--- src/rtl/sha3_pad_streamer.sv ---
// SHA-3 absorb front end: forwards message bytes to the sponge controller and
// appends domain/zero/0x80 padding so the controller only ever sees whole rate blocks.
module sha3_pad_streamer #(
    parameter int          RATE_BYTES  = 136,
    parameter logic [7:0]  DOMAIN_BYTE = 8'h06
) (
    input  logic       clk,
    input  logic       rst,
    input  logic       go,
    input  logic       go_empty,
    input  logic [7:0] msg_data,
    input  logic       msg_valid,
    input  logic       msg_last,
    output logic       msg_ready,
    input  logic       absorb_ready,
    output logic       start,
    output logic [7:0] data_out,
    output logic       data_valid,
    output logic       last_block,
    output logic       busy,
    output logic       pad_done
);

    typedef enum logic [2:0] {
        S_IDLE,
        S_START,
        S_PASS,
        S_PAD,
        S_DONE
    } state_t;

    localparam logic [7:0] LAST_IDX = 8'(RATE_BYTES - 1);

    state_t     state_q, state_d;
    logic [7:0] byte_idx_q, byte_idx_d;
    logic       empty_q, empty_d;
    logic       first_q, first_d;
    logic [7:0] data_out_q, data_out_d;
    logic       data_valid_q, data_valid_d;
    logic       last_block_q, last_block_d;

    logic       can_issue;
    logic       at_last;
    logic [7:0] idx_inc;

    // One byte every other cycle at most: the previous strobe blocks the next issue.
    assign can_issue = absorb_ready && !data_valid_q;
    assign at_last   = (byte_idx_q == LAST_IDX);
    assign idx_inc   = at_last ? 8'd0 : byte_idx_q + 8'd1;

    always_comb begin
        state_d      = state_q;
        byte_idx_d   = byte_idx_q;
        empty_d      = empty_q;
        first_d      = first_q;
        data_out_d   = data_out_q;
        data_valid_d = 1'b0;
        last_block_d = 1'b0;
        msg_ready    = 1'b0;

        case (state_q)
            S_IDLE: begin
                if (go) begin
                    empty_d = go_empty;
                    state_d = S_START;
                end
            end
            S_START: begin
                byte_idx_d = 8'd0;
                first_d    = 1'b1;
                state_d    = empty_q ? S_PAD : S_PASS;
            end
            S_PASS: begin
                msg_ready = can_issue;
                if (msg_valid && can_issue) begin
                    data_out_d   = msg_data;
                    data_valid_d = 1'b1;
                    byte_idx_d   = idx_inc;
                    if (msg_last) begin
                        first_d = 1'b1;
                        state_d = S_PAD;
                    end
                end
            end
            S_PAD: begin
                last_block_d = 1'b1;
                if (can_issue) begin
                    // A lone pad byte carries both the domain suffix and the final bit.
                    if (at_last) begin
                        data_out_d = first_q ? (DOMAIN_BYTE | 8'h80) : 8'h80;
                        state_d    = S_DONE;
                    end else begin
                        data_out_d = first_q ? DOMAIN_BYTE : 8'h00;
                    end
                    data_valid_d = 1'b1;
                    first_d      = 1'b0;
                    byte_idx_d   = idx_inc;
                end
            end
            S_DONE: begin
                state_d = S_IDLE;
            end
            default: begin
                state_d = S_IDLE;
            end
        endcase
    end

    always_ff @(posedge clk or posedge rst) begin
        if (rst) begin
            state_q      <= S_IDLE;
            byte_idx_q   <= 8'd0;
            empty_q      <= 1'b0;
            first_q      <= 1'b0;
            data_out_q   <= 8'h00;
            data_valid_q <= 1'b0;
            last_block_q <= 1'b0;
        end else begin
            state_q      <= state_d;
            byte_idx_q   <= byte_idx_d;
            empty_q      <= empty_d;
            first_q      <= first_d;
            data_out_q   <= data_out_d;
            data_valid_q <= data_valid_d;
            last_block_q <= last_block_d;
        end
    end

    assign start      = (state_q == S_START);
    assign busy       = (state_q != S_IDLE);
    assign pad_done   = (state_q == S_DONE);
    assign data_out   = data_out_q;
    assign data_valid = data_valid_q;
    assign last_block = last_block_q;

endmodule

--- config.mk ---
export PLATFORM = sky130hd
export DESIGN_NAME = sha3_pad_streamer
export DESIGN_NICKNAME = d
export VERILOG_FILES = /design/src/rtl/sha3_pad_streamer.sv
export SDC_FILE = /design/constraint.sdc
export NUM_CORES = 1
export LEC_CHECK = 0
export ABC_AREA = 1
export ABC_CLOCK_PERIOD_IN_PS = 2800
export BUFFER_PORTS_ARGS = -buffer_cell sky130_fd_sc_hd__buf_2
export CAP_MARGIN = 15
export CORE_UTILIZATION = 50
export CTS_CLUSTER_SIZE = 20
export DETAILED_ROUTE_END_ITERATION = 10
export PLACE_DENSITY = 0.78
export SETUP_SLACK_MARGIN = 0.15
export SLEW_MARGIN = 20
export SYNTH_ARGS = -nofsm -noshare
export SYNTH_HDL_FRONTEND = slang
export SYNTH_SLANG_ARGS = --single-unit
export TNS_END_PERCENT = 10
--- constraint.sdc ---
create_clock -name clk -period 2.8 [get_ports clk]
set_input_delay 0.7 -clock clk [delete_from_list [all_inputs] [get_ports clk]]
set_output_delay 0.7 -clock clk [all_outputs]
set_load 0.05 [all_outputs]
==> impl_results.rst <==
.. list-table::
   :header-rows: 1

   * - Metric
     - Value
   * - Run status
     - finished, final reports clean
   * - Dominant cells by area after synthesis
     - dfrtp_1, nand2_1, nand3_1, inv_1, nor2_1
   * - Most common flop cell mapped by yosys
     - dfrtp_1
   * - Count of cell types in the netlist
     - 24
   * - Buffers added on ports
     - 28
   * - Total gr overflow
     - 0
   * - Number of warning messages in the yosys log
     - 0
   * - Global routing usage on met1
     - 27.0%
   * - CTS buffer count
     - 3
   * - Final min period
     - 2.12 ns
   * - Placeable core region
     - 0.00230 sq mm
   * - CTS hold repair buffers
     - 0
   * - Post-Layout Cell Count
     - 222
   * - Pin count of the biggest net entering global routing
     - 24
   * - Met3 track demand over resource in global routing
     - 2.61%
   * - Average vias per placed instance
     - 5.09
   * - Number of sinks driven by the clock tree
     - 23
   * - Buffers from clock root to sink, at most
     - 2
   * - RSZ-0062 raised after global routing
     - false
   * - Layout Cell Area excl Fill
     - 0.00145 sq mm
   * - Via count of the first global-routing pass
     - 1074
   * - Post-Synthesis Net Count
     - 181
   * - Rows
     - 17
   * - Wire length of the first global-routing pass
     - 4.42 mm
   * - Post-route setup slack
     - 0.676 ns
   * - Worst reg2reg startpoint
     - state_q[1]
   * - Period Utilization, post-route
     - 75.9%
   * - Starting DRC count in detailed routing
     - 26
   * - Synth Area in Simple Gates
     - 38.1%
   * - Vias after detailed routing
     - 1131
   * - Post-synthesis cell count
     - 165
   * - Final Max Tran Viols
     - 0
   * - Largest fanout of any net on the critical path
     - 5
   * - Share of final-layout standard cells stronger than drive strength 1
     - 26.3%
   * - Number of storage elements in the synthesis netlist
     - 23
   * - Worst min-delay path startpoint
     - data_out[5]
   * - Sequential share of the synthesized area
     - 45.3%
   * - Crit. Startpoint
     - state_q[2]
   * - IR Drop Worst-Case VDD
     - 0.866 mV
   * - Worst Skew
     - 0.0124 ns
   * - M2 GR Usage
     - 38.6%
   * - Antenna violations before repair
     - 0
   * - Number of hold-slack violations in the final timing report
     - 0
   * - Number of top-level pins
     - 29
   * - Startpoint types
     - flop
   * - Resized cells post-CTS
     - 0
   * - Post-synthesis average cell area
     - 7.70 sq um
   * - Weighted congestion reported at the end of routability-driven placement
     - 0.827
   * - Number of flops mapped to enable cells by yosys
     - 0
   * - Cell accounting for the most synthesized area
     - dfrtp_1
   * - Total power after layout
     - 1.68 mW
   * - Endpoint kind of the worst setup timing path
     - output pin
   * - Combinational family with the most area after synthesis
     - simple AND/OR/NAND/NOR gates
   * - Placement Cell Area
     - 0.00142 sq mm
   * - Die Wd
     - 52.4 microns
   * - Filler cell count in the final layout
     - 208
   * - CP arrival
     - 1.42 ns
   * - Full die area
     - 0.00275 sq mm
   * - Initial core utilization
     - 55.3%
   * - Post-placement worst setup slack
     - 0.756 ns
   * - Synth-to-layout area growth
     - 13.8%
   * - Net count of the finished layout
     - 211
   * - Antenna diode count
     - 0
   * - Path type of the worst setup path
     - reg -> out
   * - Tightest Pin Transition
     - 0.871 ns
   * - Height of the chip
     - 52.4 microns
   * - HPWL reported at the end of detailed placement
     - 1.95 mm
   * - Share of the synthesized area in compound gates (AO/OA/AOI/OAI)
     - 5.71%
   * - Latest clock arrival within the worst-skew pair
     - 0.31 ns
   * - Required arrival time at the worst endpoint
     - 2.10 ns
   * - Number of buffers inserted by post-CTS setup repair
     - 0
   * - Multiplexer share of the synthesized area
     - 0%
   * - Routed length per instance
     - 11.5 microns
   * - Post-CTS clock slew at the launch and capture registers of the worst setup and hold paths
     - 0.13 ns
   * - Cell at the root of the clock tree
     - clkbuf_4
   * - Class of the tightest hold or removal check
     - reg -> reg
   * - DRC violation count after routing
     - 0
   * - Post-placement cell count
     - 218
   * - Post-synthesis adder-cell area fraction
     - 0.985%
   * - Post-synth top area share
     - 45.3%
   * - TritonCTS clock tree
     - built
   * - Maxcap violations
     - 0
   * - Proportion of register bits with asynchronous set or reset after synthesis
     - 100%
   * - Sum of negative setup slack
     - 0 ns
   * - Post-synthesis instance area
     - 0.00127 sq mm
   * - Antenna-violating nets left
     - 0
   * - Synth top cells by count
     - nand2_1, dfrtp_1, nand3_1, inv_1, nor2_1
   * - GRT Util Overall
     - 21.8%
   * - Count of TritonRoute iterations in the first routing pass
     - 4
   * - Area share of xor/xnor cells in the synthesized design
     - 0.690%
   * - Highest achievable clock rate
     - 471 MHz
   * - Final setup violation count
     - 0
   * - CTS H-Tree Depth
     - 1
   * - Leakage Power
     - 0.804 nW
   * - Total wire length
     - 2.56 mm
   * - Rel. slew slack
     - 41.9%
   * - Count leader, synth
     - nand2_1
   * - Power per cell area
     - 1160 mW/mm^2
   * - Layer with the highest usage after global routing
     - met2
[cells by family after synthesis]
group | Yosys count
buf+inv | 25
simple gates | 102
compound gates | 13
flops | 23
xor+xnor | 1
fa+ha+maj | 1
[area by class of cell]
cell class	count	area [sq um]	share of cell area, %
clock inverter	1	5.00	0.346
inverter	22	82.6	5.71
timing repair buffer	28	140	9.70
multi-input combinational	117	584	40.4
sequential	23	576	39.8
tap	28	35.0	2.42
clock buffer	3	22.5	1.56
[per-stage QoR]
| stage | hold WS (ns) | util, % |
|---|---|---|
| after floorplan | 0.442 | - |
| after global placement | 0.459 | 61.7 |
| after detailed placement | 0.462 | 61.7 |
| after CTS | 0.497 | 62.9 |
| after global routing | 0.518 | 62.9 |
| final | 0.493 | 62.9 |
[metal layers]
metal / wire length (microns) / vias up
met5: 0 / -
met4: 10 / 0
met3: 100 / 2
met2: 1320 / 23
met1: 1130 / 522
li1: - / 584
[worst paths after layout]
check | to | slack [ns] | cells past startpoint
min | data_out[5] | 0.49 | 2
max in group asynchronous | byte_idx_q[6] | 1.72 | 2
max reg2reg | byte_idx_q[0] | 1.19 | 7
max | msg_ready | 0.68 | 4
min in group asynchronous | byte_idx_q[2] | 0.54 | 2
min reg2reg | data_out[5] | 0.49 | 2
[report_power, final]
group	internal, mW	leakage [nW]	switching [mW]
registers	0.455	0.294	0.0995
logic	0.249	0.492	0.726
clock network	0.0534	0.0177	0.102
total	0.757	0.804	0.927
[state kept, by name, indices dropped and copies added (netlist names)]
register    count
data_out        8
data_valid      1
byte_idx_q      8
last_block      1
empty_q         1
first_q         1
state_q         3
[placed cells by master, fill, tap and decap left out, types with 2 or more instances in the layout]
cell and n:
nand2_1 54, buf_2 28, dfrtp_1 23, nand3_1 18
inv_1 17, nor2_1 14, o21ai_0 7, inv_2 5
nor2_4 4, nand2_2 3, clkbuf_4 3, o21ai_1 2
nand4_1 2, a31oi_1 2
[worst max-delay path, stage by stage (launching register included)]
cell	delay, ns
dfrtp_1	0.45
inv_2	0.12
nand2_2	0.11
nor4_2	0.14
buf_2	0.30
Note: power is estimated with default switching activity, not from simulation.
